File: src/rtl/aes_dec_dma_if.sv
// Classic single-beat Wishbone link shared by the memory master and the AES engine master.
interface aes_dec_dma_if #(parameter int AW = 32);
  logic [AW-1:0] adr_o;
  logic [31:0]   dat_o;
  logic [31:0]   dat_i;
  logic [3:0]    sel_o;
  logic          we_o;
  logic          cyc_o;
  logic          stb_o;
  logic          ack_i;

  modport master (output adr_o, dat_o, sel_o, we_o, cyc_o, stb_o, input dat_i, ack_i);
  modport slave  (input adr_o, dat_o, sel_o, we_o, cyc_o, stb_o, output dat_i, ack_i);
endinterface

File: src/rtl/aes_dec_dma.sv
// Block-move sequencer: memory -> AES decrypt engine registers -> poll -> plaintext -> memory.
// One registered FSM drives both Wishbone masters; all bus outputs come straight from flops.
module aes_dec_dma #(
  parameter int POLL_TIMEOUT = 1024,
  parameter int GAP_CYCLES   = 4,
  parameter int CNT_W        = 16
) (
  input  logic             wb_clk_i,
  input  logic             wb_rst_i,
  input  logic             start_i,
  input  logic [31:0]      src_adr_i,
  input  logic [31:0]      dst_adr_i,
  input  logic [CNT_W-1:0] num_blk_i,
  output logic             busy_o,
  output logic             done_o,
  output logic             err_o,
  output logic [CNT_W-1:0] blk_cnt_o,
  aes_dec_dma_if.master    m,
  aes_dec_dma_if.master    e
);
  localparam int PW = $clog2(POLL_TIMEOUT + 1);
  localparam int GW = (GAP_CYCLES > 1) ? $clog2(GAP_CYCLES) : 1;

  typedef enum logic [3:0] {
    IDLE, M_RD, E_WR, GAP, POLL_REQ, POLL_DAT, E_RD_REQ, E_RD_DAT, M_WR, NEXT
  } state_t;

  state_t           r_state;
  logic [31:0]      r_src, r_dst;
  logic [CNT_W-1:0] r_numBlk, r_blkCnt;
  logic [PW-1:0]    r_pollCnt;
  logic [GW-1:0]    r_gapCnt;
  logic [1:0]       r_wordIdx;
  logic [31:0]      r_buf [4];
  logic             r_busy, r_done, r_err;
  logic [31:0]      r_mAdr, r_mDat;
  logic             r_mCyc, r_mWe;
  logic [7:0]       r_eAdr;
  logic [31:0]      r_eDat;
  logic             r_eCyc, r_eWe;

  logic [1:0]       w_nextIdx;
  logic [CNT_W-1:0] w_blkInc;

  assign w_nextIdx = r_wordIdx + 2'd1;
  assign w_blkInc  = r_blkCnt + 1'b1;

  // r_wordIdx walks 0..3 in every phase and wraps to 0, which marks the phase as finished.
  always_ff @(posedge wb_clk_i) begin
    if (wb_rst_i) begin
      r_state   <= IDLE;
      r_src     <= '0;
      r_dst     <= '0;
      r_numBlk  <= '0;
      r_blkCnt  <= '0;
      r_pollCnt <= '0;
      r_gapCnt  <= '0;
      r_wordIdx <= '0;
      r_busy    <= 1'b0;
      r_done    <= 1'b0;
      r_err     <= 1'b0;
      r_mAdr    <= '0;
      r_mDat    <= '0;
      r_mCyc    <= 1'b0;
      r_mWe     <= 1'b0;
      r_eAdr    <= '0;
      r_eDat    <= '0;
      r_eCyc    <= 1'b0;
      r_eWe     <= 1'b0;
    end else begin
      r_done <= 1'b0;
      case (r_state)
        IDLE: begin
          if (start_i && !r_done) begin
            r_src     <= src_adr_i;
            r_dst     <= dst_adr_i;
            r_numBlk  <= num_blk_i;
            r_err     <= 1'b0;
            r_blkCnt  <= '0;
            r_pollCnt <= '0;
            r_wordIdx <= '0;
            if (num_blk_i == '0) begin
              r_done <= 1'b1;
            end else begin
              r_busy  <= 1'b1;
              r_state <= M_RD;
              r_mCyc  <= 1'b1;
              r_mWe   <= 1'b0;
              r_mAdr  <= src_adr_i;
            end
          end
        end
        M_RD: begin
          if (r_mCyc) begin
            if (m.ack_i) begin
              r_buf[r_wordIdx] <= m.dat_i;
              r_mCyc           <= 1'b0;
              r_wordIdx        <= w_nextIdx;
            end
          end else if (r_wordIdx == 2'd0) begin
            r_state <= E_WR;
            r_eCyc  <= 1'b1;
            r_eWe   <= 1'b1;
            r_eAdr  <= 8'h00;
            r_eDat  <= r_buf[0];
          end else begin
            r_mCyc <= 1'b1;
            r_mAdr <= r_src + {28'd0, r_wordIdx, 2'b00};
          end
        end
        E_WR: begin
          if (e.ack_i) begin
            r_wordIdx <= w_nextIdx;
            if (r_wordIdx == 2'd3) begin
              r_eCyc   <= 1'b0;
              r_eWe    <= 1'b0;
              r_gapCnt <= '0;
              r_state  <= GAP;
            end else begin
              r_eAdr <= {4'h0, w_nextIdx, 2'b00};
              r_eDat <= r_buf[w_nextIdx];
            end
          end
        end
        GAP: begin
          if (r_gapCnt == GW'(GAP_CYCLES - 1)) begin
            r_state <= POLL_REQ;
            r_eCyc  <= 1'b1;
            r_eAdr  <= 8'h20;
          end else begin
            r_gapCnt <= r_gapCnt + 1'b1;
          end
        end
        POLL_REQ: begin
          if (e.ack_i) begin
            r_eCyc  <= 1'b0;
            r_state <= POLL_DAT;
          end
        end
        POLL_DAT: begin
          if (e.dat_i[0]) begin
            r_state <= E_RD_REQ;
            r_eCyc  <= 1'b1;
            r_eAdr  <= 8'h10;
          end else if (r_pollCnt == PW'(POLL_TIMEOUT - 1)) begin
            r_pollCnt <= r_pollCnt + 1'b1;
            r_err     <= 1'b1;
            r_done    <= 1'b1;
            r_busy    <= 1'b0;
            r_state   <= IDLE;
          end else begin
            r_pollCnt <= r_pollCnt + 1'b1;
            r_eCyc    <= 1'b1;
            r_state   <= POLL_REQ;
          end
        end
        E_RD_REQ: begin
          if (e.ack_i) begin
            r_eCyc  <= 1'b0;
            r_state <= E_RD_DAT;
          end
        end
        E_RD_DAT: begin
          r_buf[r_wordIdx] <= e.dat_i;
          r_wordIdx        <= w_nextIdx;
          if (r_wordIdx == 2'd3) begin
            r_state <= M_WR;
            r_mCyc  <= 1'b1;
            r_mWe   <= 1'b1;
            r_mAdr  <= r_dst;
            r_mDat  <= r_buf[0];
          end else begin
            r_state <= E_RD_REQ;
            r_eCyc  <= 1'b1;
            r_eAdr  <= {4'h1, w_nextIdx, 2'b00};
          end
        end
        M_WR: begin
          if (r_mCyc) begin
            if (m.ack_i) begin
              r_mCyc    <= 1'b0;
              r_mWe     <= 1'b0;
              r_wordIdx <= w_nextIdx;
            end
          end else if (r_wordIdx == 2'd0) begin
            r_state <= NEXT;
          end else begin
            r_mCyc <= 1'b1;
            r_mWe  <= 1'b1;
            r_mAdr <= r_dst + {28'd0, r_wordIdx, 2'b00};
            r_mDat <= r_buf[r_wordIdx];
          end
        end
        NEXT: begin
          r_blkCnt  <= w_blkInc;
          r_src     <= r_src + 32'd16;
          r_dst     <= r_dst + 32'd16;
          r_pollCnt <= '0;
          if (w_blkInc == r_numBlk) begin
            r_done  <= 1'b1;
            r_busy  <= 1'b0;
            r_state <= IDLE;
          end else begin
            r_state <= M_RD;
            r_mCyc  <= 1'b1;
            r_mWe   <= 1'b0;
            r_mAdr  <= r_src + 32'd16;
          end
        end
        default: r_state <= IDLE;
      endcase
    end
  end

  assign m.adr_o = r_mAdr;
  assign m.dat_o = r_mDat;
  assign m.sel_o = 4'hf;
  assign m.we_o  = r_mWe;
  assign m.cyc_o = r_mCyc;
  assign m.stb_o = r_mCyc;

  assign e.adr_o = r_eAdr;
  assign e.dat_o = r_eDat;
  assign e.sel_o = 4'hf;
  assign e.we_o  = r_eWe;
  assign e.cyc_o = r_eCyc;
  assign e.stb_o = r_eCyc;

  assign busy_o    = r_busy;
  assign done_o    = r_done;
  assign err_o     = r_err;
  assign blk_cnt_o = r_blkCnt;
endmodule

File: src/flat_wrapper.sv
// flat-port wrapper written by rule: the top's interface ports become plain ports
module aes_dec_dma_flat 
#(
  parameter int POLL_TIMEOUT = 1024,
  parameter int GAP_CYCLES   = 4,
  parameter int CNT_W        = 16
)
  (wb_clk_i, wb_rst_i, start_i, src_adr_i, dst_adr_i, num_blk_i, busy_o, done_o, err_o, blk_cnt_o, m_adr_o, m_dat_o, m_sel_o, m_we_o, m_cyc_o, m_stb_o, m_dat_i, m_ack_i, e_adr_o, e_dat_o, e_sel_o, e_we_o, e_cyc_o, e_stb_o, e_dat_i, e_ack_i);
  aes_dec_dma_if #(.AW(32)) m_i ();
  aes_dec_dma_if #(.AW(8)) e_i ();
  input  logic wb_clk_i;
  input  logic wb_rst_i;
  input  logic start_i;
  input  logic [31:0] src_adr_i;
  input  logic [31:0] dst_adr_i;
  input  logic [CNT_W-1:0] num_blk_i;
  output logic busy_o;
  output logic done_o;
  output logic err_o;
  output logic [CNT_W-1:0] blk_cnt_o;
  output wire logic [$bits(m_i.adr_o)-1:0] m_adr_o;
  output wire logic [$bits(m_i.dat_o)-1:0] m_dat_o;
  output wire logic [$bits(m_i.sel_o)-1:0] m_sel_o;
  output wire logic [$bits(m_i.we_o)-1:0] m_we_o;
  output wire logic [$bits(m_i.cyc_o)-1:0] m_cyc_o;
  output wire logic [$bits(m_i.stb_o)-1:0] m_stb_o;
  input wire logic [$bits(m_i.dat_i)-1:0] m_dat_i;
  input wire logic [$bits(m_i.ack_i)-1:0] m_ack_i;
  output wire logic [$bits(e_i.adr_o)-1:0] e_adr_o;
  output wire logic [$bits(e_i.dat_o)-1:0] e_dat_o;
  output wire logic [$bits(e_i.sel_o)-1:0] e_sel_o;
  output wire logic [$bits(e_i.we_o)-1:0] e_we_o;
  output wire logic [$bits(e_i.cyc_o)-1:0] e_cyc_o;
  output wire logic [$bits(e_i.stb_o)-1:0] e_stb_o;
  input wire logic [$bits(e_i.dat_i)-1:0] e_dat_i;
  input wire logic [$bits(e_i.ack_i)-1:0] e_ack_i;
  assign m_adr_o = m_i.adr_o;
  assign m_dat_o = m_i.dat_o;
  assign m_sel_o = m_i.sel_o;
  assign m_we_o = m_i.we_o;
  assign m_cyc_o = m_i.cyc_o;
  assign m_stb_o = m_i.stb_o;
  assign m_i.dat_i = m_dat_i;
  assign m_i.ack_i = m_ack_i;
  assign e_adr_o = e_i.adr_o;
  assign e_dat_o = e_i.dat_o;
  assign e_sel_o = e_i.sel_o;
  assign e_we_o = e_i.we_o;
  assign e_cyc_o = e_i.cyc_o;
  assign e_stb_o = e_i.stb_o;
  assign e_i.dat_i = e_dat_i;
  assign e_i.ack_i = e_ack_i;
  aes_dec_dma #(.POLL_TIMEOUT(POLL_TIMEOUT), .GAP_CYCLES(GAP_CYCLES), .CNT_W(CNT_W)) u_core (.wb_clk_i(wb_clk_i), .wb_rst_i(wb_rst_i), .start_i(start_i), .src_adr_i(src_adr_i), .dst_adr_i(dst_adr_i), .num_blk_i(num_blk_i), .busy_o(busy_o), .done_o(done_o), .err_o(err_o), .blk_cnt_o(blk_cnt_o), .m(m_i), .e(e_i));
endmodule
File: config.mk
export PLATFORM = sky130hd
export DESIGN_NAME = aes_dec_dma_flat
export DESIGN_NICKNAME = d
export VERILOG_FILES = /design/src/rtl/aes_dec_dma_if.sv /design/src/rtl/aes_dec_dma.sv /design/src/flat_wrapper.sv
export SDC_FILE = /design/constraint.sdc
export NUM_CORES = 1
export LEC_CHECK = 0
export ABC_AREA = 1
export BUFFER_PORTS_ARGS = -buffer_cell sky130_fd_sc_hd__buf_2
export CELL_PAD_IN_SITES_DETAIL_PLACEMENT = 0
export CELL_PAD_IN_SITES_GLOBAL_PLACEMENT = 1
export CORE_ASPECT_RATIO = 1.4
export CORE_UTILIZATION = 41
export DETAILED_ROUTE_END_ITERATION = 6
export HOLD_SLACK_MARGIN = 0.1
export PLACE_DENSITY_LB_ADDON = 0.1
export SLEW_MARGIN = 0
export SYNTH_ARGS = -nofsm -noshare
export SYNTH_HDL_FRONTEND = slang
export SYNTH_SLANG_ARGS = --single-unit
File: constraint.sdc
create_clock -name wb_clk_i -period 4.05 [get_ports wb_clk_i]
set_input_delay 0.81 -clock wb_clk_i [delete_from_list [all_inputs] [get_ports wb_clk_i]]
set_output_delay 0.81 -clock wb_clk_i [all_outputs]
set_load 0.005 [all_outputs]
* Word level (Yosys, flattened, before mapping)
Memory sizes are Yosys's and may differ from the RTL's. A register that Yosys moved wholly into a read port is not among the register bits.
Index checks and enable logic that the tools add are counted.
W data, S select, Z words.
** Word-level totals
- Register bits after elaboration :: 226
- Memory bits (writable) :: 128
- Bits of input ports :: 149
- Output and inout port bits :: 137
- Word-level logic and storage cells :: 216
- Memories kept :: 1
** Memory list
- u_core.r_buf :: depth 4, bits a word 32, read ports 3, clocked after memory_dff 1, write ports 1, RTL line aes_dec_dma.sv:34 : logic [31:0] r_buf [4];
** Operators by class
- $add $sub $neg :: 8
- Equal/unequal tests :: 41
- Multiplexer cells :: 111
- Bitwise gates (word level) :: 1
- Reductions and logical operators :: 35
** Operator list (count)
- $mux W32 :: 18
- $pmux W32 S2 :: 4
- $pmux W32 S5 :: 1
- $add A32 B4 Y32 :: 2
- $add A32 B5 Y32 const B :: 2
- $mux W8 :: 7
- $mux W4 :: 13
- $mux W1 :: 42
- $pmux W4 S10 :: 1
- $pmux W8 S5 :: 1
- $pmux W11 S3 :: 1
- $pmux W16 S2 :: 1
- $ne A2 B2 Y1 const B :: 14
- $mux W11 :: 2
- $ne A2 B1 Y1 const B :: 11
- $reduce_and A5 Y1 :: 4
- $mux W2 :: 9
- $reduce_and A9 Y1 :: 2
- $add A16 B1 Y16 const B :: 1
- $eq A16 B16 Y1 :: 1
- $eq A4 B3 Y1 const B :: 4
- $logic_not A16 Y1 :: 1
- $mux W16 :: 1
- $reduce_and A4 Y1 :: 3
- 33 further kinds :: 50

* Depth between registers and ports, before layout
Gate-level depths: netlist of run 1.
- Depth after elaboration :: 6
- Gate-level depth with buffers :: 23
- Depth with buffers taken out :: 20

* Worst setup path before layout of run 1
Ideal clock, no wire load.
- Kind :: input-to-reg
- Start point :: input wb_rst_i
- End point :: memory u_core.r_buf[0][0], enable pin
- Setup time :: 0.421 ns
- Arrival time :: 2.895 ns
- Slack :: 0.734 ns
- Stages on the path :: 5
- Path buffers :: 2
- Cells stage by stage :: clkbuf_1 -> clkinv_1 -> clkbuf_1 -> a31oi_1 -> nor2_1
** On the way
- Word-level cells in the longest chain between the ends :: 3
- Elaborated cells on any way between the ends :: 5
- Those cells by class :: 4 x mux; 1 x bitwise
** RTL lines
- from (decl) :: RTL line flat_wrapper.sv:12 : input logic wb_rst_i;
- $mux W1 :: RTL line aes_dec_dma.sv:50 : if (wb_rst_i) begin
- $mux W1 (on tied branches) :: RTL line aes_dec_dma.sv:96, aes_dec_dma.sv:164
- $or A1 B1 Y1 (no source line) *
- to (decl) :: RTL line aes_dec_dma.sv:34
Mark *: on every way between the ends. The rest lies on a longest branch, timed or not.

* Worst setup path after layout of run 1
- Start point :: register u_core.r_state[3]
- End point :: register u_core.r_mAdr[18], in the netlist u_core.m.adr_o[18]
** On the way
- Word-level cells in the longest chain between the ends :: 3
- Elaborated cells on any way between the ends :: 16
- Those cells by class :: 12 x eq/ne; 1 x mux; 3 x reduce/logical
** RTL lines
- from (decl) :: RTL line aes_dec_dma.sv:28 : state_t r_state;
- from (signal assigned) :: RTL line aes_dec_dma.sv:51 : r_state <= IDLE;
- from (signal assigned) :: RTL line aes_dec_dma.sv:86 : r_state <= M_RD;
- from (signal assigned) :: RTL line aes_dec_dma.sv:101 : r_state <= E_WR;
- $eq A4 B1 Y1 (tied with other cells) :: RTL line aes_dec_dma.sv:72 : case (r_state)
- $reduce_bool A5 Y1 (no source line) (tied with other cells)
- $reduce_and A9 Y1 (no source line)
- to (signal assigned) :: RTL line aes_dec_dma.sv:89 : r_mAdr <= src_adr_i;
- to (signal assigned) :: RTL line aes_dec_dma.sv:108 : r_mAdr <= r_src + {28'd0, r_wordIdx, 2'b00};
- to (signal assigned) :: RTL line aes_dec_dma.sv:170 : r_mAdr <= r_dst;
- to (decl) :: RTL line aes_dec_dma.sv:36 : logic [31:0] r_mAdr, r_mDat;
Several ways; a longest one is shown, not always the timed one.
A chain may end at the register's enable or synchronous reset.

==> results.json, run 1 <==
{
  "status": "finished clean",
  "path_clk_slew_ps": 70,
  "utilization": 0.485,
  "synth_cell_type_count": 45,
  "insertion_delay_ps": 570,
  "numClockSinks": 352,
  "clockBufferDepth": 3,
  "yosysMostFrequentCell": "nand2_1",
  "yosys_warnings": 0,
  "r2r_start": "u_core.r_state[3]$_SDFFE_PP0P_",
  "holdBufCountCts": 0,
  "fmax_mhz": 320,
  "startpoint": "u_core.r_state[3]$_SDFFE_PP0P_",
  "die_w_um": 187,
  "drtAntennaViolNets": 0,
  "hold_viol_final": 0,
  "cp-start-kind": "flip-flop",
  "ys_seq_area_frac": 0.425,
  "max_slew_margin": 0.351,
  "fillerInstances": 4898,
  "ir_drop_mv": 0.350,
  "synth_edf_count": 128,
  "drv_slew": 0,
  "first_global_vias": 19900,
  "gp_congestion": 0.977,
  "grt_pass1_wl_um": 113000,
  "async_flop_share": 0,
  "die_h_um": 261,
  "worst-path-max-fanout": 9,
  "grt_remaining_overflow": 0,
  "htree_levels": 2,
  "yosys-top-cells-area": "dfxtp_1 23%, edfxtp_1 20%, nand2_1 15%, o21ai_0 8.5%, nor2_1 6.2%",
  "crit_slowest_cell": "dfxtp_1",
  "die_area_um2": 48700,
  "post_drt_wl_per_cell_um": 19.9,
  "rsz0062_at_grt": "false",
  "fin_crit_sh": 0.771,
  "grt_antenna_before_repair": 7,
  "cts_setup_buffers": 0,
  "syn_area_per_cell_um2": 6.86,
  "worstSetupEndpointType": "flip-flop",
  "portBuffers": 273,
  "synth_area_leader_cell": "dfxtp_1",
  "max_cap_viol_count": 0,
  "dp_hpwl_um": 52200,
  "p_total_w": 0.0131,
  "num_rows": 94,
  "syn_inst": 2858,
  "initial_utilization": 0.417,
  "post_cts_resized": 0,
  "tns_ps": 0,
  "track_usage": 0.301,
  "syn_to_final_growth_pct": 16.3,
  "drt_pass1_iterations": 6,
  "synthFlopType": "dfxtp_1",
  "numCtsBuffers": 39,
  "powerDensity_nw_per_um2": 576,
  "finalClockSkew_ps": 11.2,
  "vias_per_cell": 5.46,
  "grt_max_degree": 58,
  "synth_area_um2": 19600,
  "worst_hold_path_type": "flip-flop to flip-flop",
  "min_from": "u_core.e.adr_o[5]$_SDFFE_PP0P_",
  "setup_viol": 0,
  "worstSetupPathType": "flip-flop to flip-flop",
  "worstPathArrival_ps": 3590,
  "synth.top_cells.by_count": "775 x nand2_1, 334 x o21ai_0, 322 x nor2_1",
  "tightest_slew_ps": 969,
  "ys_ff_latch": 352,
  "cts_tree": "done",
  "cts_root_buffer": "clkbuf_16",
  "finalCriticalPeriod_ps": 3120,
  "num_io_pins": 286,
  "leakage_nw": 9.40,
  "drc": 0,
  "crit_path_max_incr_delay_ps": 440,
  "crit_chain": "inv_2 > nor2_4 > nand2_1 > o21ai_0 > ha_1 > inv_1 > fa_1 > inv_1 > nand2_1 > nor2_1 > nand2_1 > nor2_2 > nand3_1 > nand3_1 > nand4_1 > nor2_1 > nor2_1",
  "pre_cts_ws_ps": 1000,
  "required_ps": 4510,
  "drive_above_1_share": 0.140,
  "ff2ff_setup_slack_ps": 930,
  "setup_ws_ps": 928,
  "wirelength_um": 73900,
  "drt-initial-drc-count": 1454,
  "core_um2": 47000,
  "fin_nets": 3222,
  "num_vias": 20300,
  "yosysTopAreaCellShare": 0.229
}
-- worst max-delay path: cells and delay by family, from the launching register on --
| family | cells | cell delay [ps] |
|---|---|---|
| DFF | 1 | 440 |
| buffers and inverters | 3 | 230 |
| and+or+nand+nor | 11 | 1500 |
| AOI/OAI and AO/OA | 1 | 240 |
| adders and majority gates | 2 | 570 |
-- path summary, 6_finish.rpt --
path	endpoint	depth (start not counted)
worst max register to register	u_core.m.adr_o[18]$_SDFFE_PP0P_	17
worst min-delay path	u_core.e.adr_o[5]$_SDFFE_PP0P_	2
worst max-delay path	u_core.m.adr_o[18]$_SDFFE_PP0P_	17
worst min register to register	u_core.e.adr_o[5]$_SDFFE_PP0P_	2
-- metrics by stage --
step	cell area (um2)	hold WS [ps]	instances
final	22800	459	3719
after global routing	22800	484	3719
after CTS	22800	463	3715
after detailed placement	21500	450	3644
after global placement	21500	449	3644
after floorplan	19600	433	2868
-- sequential cells by signal (all words and copies together) (netlist names), named ones only --
name              flops
u_core.r_buf        128
u_core.e.dat_o       32
u_core.m.adr_o       32
u_core.m.dat_o       32
u_core.r_dst         32
u_core.r_src         32
u_core.blk_cnt_o     16
u_core.r_numBlk      16
u_core.r_pollCnt     11
u_core.e.adr_o        4
u_core.r_state        4
u_core.r_gapCnt       2
u_core.r_wordIdx      2
u_core.busy_o         1
u_core.done_o         1
u_core.e.cyc_o        1
u_core.e.we_o         1
u_core.err_o          1
u_core.m.cyc_o        1
u_core.m.we_o         1
-- cells by family (layout without fill, tap and decap cells) --
kind of cell,count (synthesis),count (layout),synth area share
xor gates and xnor gates,10,10,0.00447
DFF,352,352,0.425
buffers and inverters,414,637,0.0852
other,2,16,0.000383
AOI/OAI and AO/OA,612,612,0.167
and+or+nand+nor,1456,1456,0.310
adders and majority gates,12,12,0.00804
-- layer usage --
metal  GRT usage  part of all wire  vias up
met4       0.204             0.064        6
met2       0.545              0.51      762
met1       0.325              0.38     9440
met3      0.0428             0.052      233
li1            -                 -     9865
met5           0           0.00051        -
-- power by group --
part	switching [W]	total, W	leakage (nW)	internal (W)
logic	0.00325	0.00471	5.77	0.00146
clock network	0.00159	0.00376	0.651	0.00217
registers	0.000491	0.00467	2.99	0.00418
-- cell usage in the layout, fill, tap and decap left out, drive strengths merged, types with 30 or more instances in the layout --
master	instances
edfxtp	128
o21ai	345
nand2	777
nand3	233
nand4	38
clkbuf	54
nor2	332
buf	314
nor3	30
dfxtp	224
a21oi	193
inv	251
-- area by class of cell --
cell class / instances / area (um2) / share of cell area
inverter: 252 / 946 / 0.0415
multi-input combinational: 2102 / 9710 / 0.426
clock buffer: 54 / 1130 / 0.0498
timing repair buffer: 314 / 1690 / 0.0741
clock inverter: 17 / 199 / 0.00873
sequential: 352 / 8330 / 0.365
antenna: 4 / 10.0 / 0.000439
tap: 624 / 781 / 0.0342
(Power assumes the default switching activity.)
==> inputs of run 2 (changes only) <==
Settings changed: CORE_UTILIZATION 41 to 37.
Clock period 4.05 ns to 2.6 ns, I/O delays scaled along.
==> run 2 against run 1 <==
Sequential cell count stayed put. Global-route usage decreased by 1.6 points. Combinational power rose by 78%. Non-clock buffer count grew 115. Clock skew grew 2.7 ps. Core utilization decreased by 2.2 points. Die area increased by 11%. Highest routed layer unchanged. First-iteration DRC count is 6.8% lower. Maximum frequency is 27% higher. Sequential power is 54% higher.
==> results.json, run 2 (synthesis results as in run 1) <==
{
  "pre_cts_ws_ps": 88.7,
  "num_io_pins": 286,
  "first_global_vias": 19900,
  "regArea_um2": 8330,
  "drive_above_1_share": 0.182,
  "ff2ff_setup_slack_ps": 140,
  "grt_remaining_overflow": 0,
  "vias_per_cell": 5.26,
  "largest_register_ffs": 128,
  "p_clk_frac": 0.277,
  "tns_ps": 0,
  "numClockSinks": 352,
  "num_vias": 20600,
  "switching_share": 0.399,
  "cp-start-kind": "flip-flop",
  "r2r_end": "u_core.m.adr_o[22]$_SDFFE_PP0P_",
  "track_usage": 0.285,
  "gp_congestion": 0.938,
  "die_w_um": 197,
  "max_cap_viol_count": 0,
  "worstPathArrival_ps": 2930,
  "max_slew_margin": 0.364,
  "seqPwrFrac": 0.334,
  "portBuffers": 273,
  "drt_pass1_iterations": 6,
  "wirelength_um": 78100,
  "num_rows": 99,
  "antenna_cells": 0,
  "path_clk_slew_ps": 60,
  "layout_common_cells": "766 x nand2_1, 332 x o21ai_0, 302 x nor2_1",
  "die_area_um2": 53900,
  "worst_hold_path_type": "input pin to flip-flop",
  "grt_max_degree": 99,
  "fin_crit_sh": 0.947,
  "final_common_cell": "nand2_1",
  "htree_levels": 2,
  "drv_slew": 0,
  "grt_pass1_wl_um": 116000,
  "fmax_mhz": 406,
  "final_cells": 3915,
  "grt_antenna_before_repair": 2,
  "finalClockSkew_ps": 13.9,
  "numCtsBuffers": 40,
  "r2r_start": "u_core.r_state[3]$_SDFFE_PP0P_",
  "drt-initial-drc-count": 1355,
  "fillerInstances": 5532,
  "tightest_slew_ps": 950,
  "initial_utilization": 0.375,
  "crit_chain": "inv_2 > nor2_4 > nand2_4 > o21ai_2 > ha_2 > inv_2 > fa_2 > inv_2 > nand2_4 > nor2_4 > nand2_4 > nor2_4 > nand4_1 > nand3_1 > nand3b_1 > nor2_1 > nor2_1",
  "regMostFlops": "u_core.r_buf",
  "cts_root_buffer": "clkbuf_16",
  "die_h_um": 274,
  "drc": 0,
  "syn_to_final_growth_pct": 23.2,
  "clockBufferDepth": 3,
  "required_ps": 3070,
  "switching_power_w": 0.00859,
  "insertion_delay_ps": 580,
  "worstRegToRegCells": 17,
  "dp.cells": 3825,
  "startpoint": "u_core.r_state[3]$_SDFFE_PP0P_",
  "utilization": 0.462,
  "worst-path-max-fanout": 6,
  "comb_power_share": 0.389,
  "drtAntennaViolNets": 0,
  "holdBufCountCts": 0,
  "worstSetupEndpointType": "flip-flop",
  "cts_tree": "done",
  "setup_viol": 0,
  "finalCriticalPeriod_ps": 2460,
  "p_int_w": 0.0129,
  "core_um2": 52300,
  "fin_nets": 3338,
  "leakage_nw": 10.1,
  "setup_ws_ps": 138,
  "post_drt_wl_per_cell_um": 20.0,
  "crit_end": "u_core.m.adr_o[22]$_SDFFE_PP0P_",
  "powerDensity_nw_per_um2": 892,
  "status": "finished clean",
  "hold_viol_final": 0,
  "crit_path_max_incr_delay_ps": 360,
  "worstSetupPathType": "flip-flop to flip-flop",
  "crit_slowest_cell": "fa_2",
  "dp_hpwl_um": 56200,
  "ir_drop_mv": 0.446,
  "multi_input_area_um2": 9870
}
run 2: area by class of cell:
cell class,count,share of cell area
timing repair buffer,429,0.115
inverter,252,0.0394
sequential,352,0.345
tap,707,0.0366
multi-input combinational,2102,0.408
clock buffer,55,0.0454
clock inverter,18,0.0103
run 2: stage by stage:
step / cell area [um2] / hold WS (ps) / total power [W]
floorplan: 19700 / 433 / 0.0120
global placement: 22500 / 447 / 0.0153
detailed placement: 22500 / 453 / 0.0154
CTS: 23800 / 181 / 0.0214
global route: 24200 / 181 / 0.0229
finish: 24200 / 196 / 0.0215
run 2: power by group through the flow:
stage	sequential (W)	combinational [W]	clock (W)
2_1_floorplan	0.00714	0.00482	0
3_3_place_gp	0.00729	0.00799	0
3_5_place_dp	0.00730	0.00805	0
4_1_cts	0.00719	0.00809	0.00610
5_1_grt	0.00727	0.00931	0.00631
6_report	0.00719	0.00838	0.00597
run 2: timing repair:
| action | CTS | global route |
|---|---|---|
| gates resized for setup | 0 | 44 |
| endpoints found under the setup margin | 0 | 175 |
| buffers inserted | 0 | 14 |
run 2: layer usage:
layer | global-route usage | wire, um | vias to the layer above
li1 | - | - | 10100
met1 | 0.315 | 30100 | 9612
met2 | 0.512 | 39600 | 689
met3 | 0.0384 | 3620 | 180
met4 | 0.178 | 4770 | 4
met5 | 0 | 24 | -
run 2: how the worst min path moves through the flow:
stage,startpoint,end,cells past startpoint
6_report,dst_adr_i[3],u_core.r_dst[3]$_SDFFE_PP0P_,3
2_1_floorplan,u_core.r_pollCnt[8]$_SDFFE_PP0P_,u_core.r_pollCnt[8]$_SDFFE_PP0P_,2
3_5_place_dp,u_core.e.dat_o[19]$_SDFFE_PP0P_,u_core.e.dat_o[19]$_SDFFE_PP0P_,2
5_1_grt,dst_adr_i[0],u_core.r_dst[0]$_SDFFE_PP0P_,3
3_3_place_gp,u_core.r_pollCnt[8]$_SDFFE_PP0P_,u_core.r_pollCnt[8]$_SDFFE_PP0P_,2
4_1_cts,dst_adr_i[3],u_core.r_dst[3]$_SDFFE_PP0P_,3
run 2: critical path: cells and delay by family (launching register included):
family	cells	cell delay, ps
simple gates	11	1140
fa+ha+maj	2	550
buf+inv	3	170
compound gates	1	120
flops	1	350
==> inputs of run 3 (changes only) <==
Settings changed: BUFFER_PORTS_ARGS -buffer_cell sky130_fd_sc_hd__buf_2 to -buffer_cell sky130_fd_sc_hd__buf_4, REMOVE_ABC_BUFFERS set to 1.
==> run 3 against run 2 <==
The flow now finishes with violations (DRC). Non-clock buffer count rose by 27. Worst setup slack worse by 9.9 ps. Wire length increased by 2.8%. Largest cell class unchanged. Largest power group unchanged. Die area is the same. Sequential power increased by 0.6%. Maximum frequency is 0.40% lower. Total power increased by 1.8%.
==> results.json, run 3 (synthesis results as in run 1) <==
{
  "num_vias": 21000,
  "p_int_w": 0.0131,
  "initial_utilization": 0.375,
  "post_drt_wl_per_cell_um": 20.4,
  "violations": "DRC",
  "num_rows": 99,
  "wirelength_um": 80300,
  "worstSetupEndpointType": "flip-flop",
  "first_global_vias": 20500,
  "regArea_um2": 8340,
  "fmax_mhz": 405,
  "grt_antenna_before_repair": 2,
  "seqPwrFrac": 0.330,
  "worstSetupPathType": "flip-flop to flip-flop",
  "r2r_end": "u_core.m.adr_o[28]$_SDFFE_PP0P_",
  "cp-start-kind": "flip-flop",
  "rsz0062_at_grt": "true",
  "min_to": "u_core.r_numBlk[13]$_SDFFE_PP0P_",
  "r2r_start": "u_core.r_state[3]$_SDFFE_PP0P_",
  "die_w_um": 197,
  "powerDensity_nw_per_um2": 875,
  "htree_levels": 2,
  "antenna_cells": 0,
  "track_usage": 0.290,
  "layout_common_cells": "765 x nand2_1, 432 x buf_4, 329 x o21ai_0",
  "pre_cts_ws_ps": -197,
  "grt_max_degree": 102,
  "worst-path-max-fanout": 6,
  "finalClockSkew_ps": 19.5,
  "required_ps": 3060,
  "numClockSinks": 352,
  "fillerInstances": 5368,
  "multi_input_area_um2": 9920,
  "min_from": "num_blk_i[13]",
  "drv_slew": 0,
  "ff2ff_setup_slack_ps": 130,
  "max_cap_viol_count": 0,
  "insertion_delay_ps": 580,
  "finalCriticalPeriod_ps": 2470,
  "grt_pass1_wl_um": 119000,
  "clockBufferDepth": 3,
  "die_h_um": 274,
  "setup_ws_ps": 129,
  "worstHoldPathCells": 3,
  "core_um2": 52300,
  "cts_tree": "done",
  "status": "finished, violations left",
  "max_slew_margin": 0.325,
  "comb_power_share": 0.412,
  "worstRegToRegCells": 19,
  "fin_nets": 3366,
  "final_cells": 3942,
  "num_io_pins": 286,
  "portBuffers": 273,
  "drt_pass1_iterations": 7,
  "drtAntennaViolNets": 0,
  "largest_register_ffs": 128,
  "drc": 2,
  "worst_hold_path_type": "input pin to flip-flop",
  "syn_to_final_growth_pct": 27.8,
  "dp.cells": 3860,
  "switching_power_w": 0.00885,
  "cts_root_buffer": "clkbuf_16",
  "die_area_um2": 53900,
  "worstPathArrival_ps": 2930,
  "final_common_cell": "nand2_1",
  "fin_crit_sh": 0.951,
  "ir_drop_mv": 0.603,
  "grt_remaining_overflow": 0,
  "setup_viol": 0,
  "dp_hpwl_um": 56000,
  "leakage_nw": 10.3,
  "vias_per_cell": 5.32,
  "drive_above_1_share": 0.191,
  "p_clk_frac": 0.258,
  "tightest_slew_ps": 1010,
  "drt-initial-drc-count": 1443,
  "numCtsBuffers": 40,
  "switching_share": 0.404,
  "hold_viol_final": 0,
  "gp_congestion": 0.974,
  "regMostFlops": "u_core.r_buf",
  "path_clk_slew_ps": 60,
  "p_total_w": 0.0219
}
run 3: cell types whose count changed in the layout (fill, tap and decap cells not counted), sizes merged:
cell	change
clkinv	-2
clkinvlp	-2
a21oi	+1
clkbuf	+8
bufinv	-5
buf	+27
run 3: layer usage:
metal	global-route usage	share of wire	up-vias
met1	0.315	0.38	9908
met5	0	0.00044	-
met3	0.0386	0.051	179
li1	-	-	10200
met4	0.139	0.045	4
met2	0.550	0.52	701
run 3: layout make-up:
type                            count  share of cell area
Multi-Input combinational cell   2103               0.396
Clock buffer                       63              0.0483
Tap cell                          707              0.0353
Inverter                          252              0.0378
Sequential cell                   352               0.333
Timing Repair Buffer              456               0.147
Clock inverter                      9             0.00330
run 3: repair_timing:
action | in CTS | in global routing
gates resized for setup | 10 | 61
cloned | 1 | 2
setup buffers | 2 | 5
pin swaps | 4 | 22
setup endpoints to repair | 47 | 168
hold buffers | 0 | 0
run 3: per-stage QoR:
step | TNS (ps) | hold WS [ps] | utilization | instance area (um2)
after floorplan | -589050 | 431 | - | 18900
after global placement | -811 | 446 | 0.448 | 23400
final | 0 | 192 | 0.479 | 25100
after CTS | -25.5 | 177 | 0.474 | 24800
after detailed placement | -4240 | 451 | 0.448 | 23400
after global routing | -523 | 193 | 0.479 | 25100
run 3: power by group through the flow:
stage	registers, W	logic (W)	clock network [W]
after floorplan	0.00725	0.00431	0
after global placement	0.00732	0.00839	0
after detailed placement	0.00732	0.00849	0
after CTS	0.00721	0.00867	0.00576
after global routing	0.00730	0.00989	0.00598
final	0.00723	0.00903	0.00566
run 3: how the worst max path moves through the flow:
stage | startpoint | end
after CTS | u_core.r_state[3]$_SDFFE_PP0P_ | u_core.m.adr_o[28]$_SDFFE_PP0P_
after global routing | u_core.r_state[3]$_SDFFE_PP0P_ | u_core.m.adr_o[22]$_SDFFE_PP0P_
final | u_core.r_state[3]$_SDFFE_PP0P_ | u_core.m.adr_o[28]$_SDFFE_PP0P_
after global placement | u_core.r_state[3]$_SDFFE_PP0P_ | u_core.m.adr_o[20]$_SDFFE_PP0P_
after floorplan | u_core.r_state[0]$_SDFFE_PP0P_ | u_core.r_pollCnt[2]$_SDFFE_PP0P_
after detailed placement | u_core.r_state[3]$_SDFFE_PP0P_ | u_core.m.adr_o[28]$_SDFFE_PP0P_
run 3: critical path, stage by stage (launching register included):
cell	delay, ps
dfxtp_2	330
inv_2	50
nor2_4	140
nand2_4	90
o21ai_2	120
ha_2	200
inv_2	40
fa_2	340
inv_2	70
nand2_2	50
nor2_1	80
buf_4	150
buf_6	120
nand3_4	90
inv_2	70
nand3_1	80
nand3_1	80
nand3b_1	80
nor2_1	110
nor2_1	60
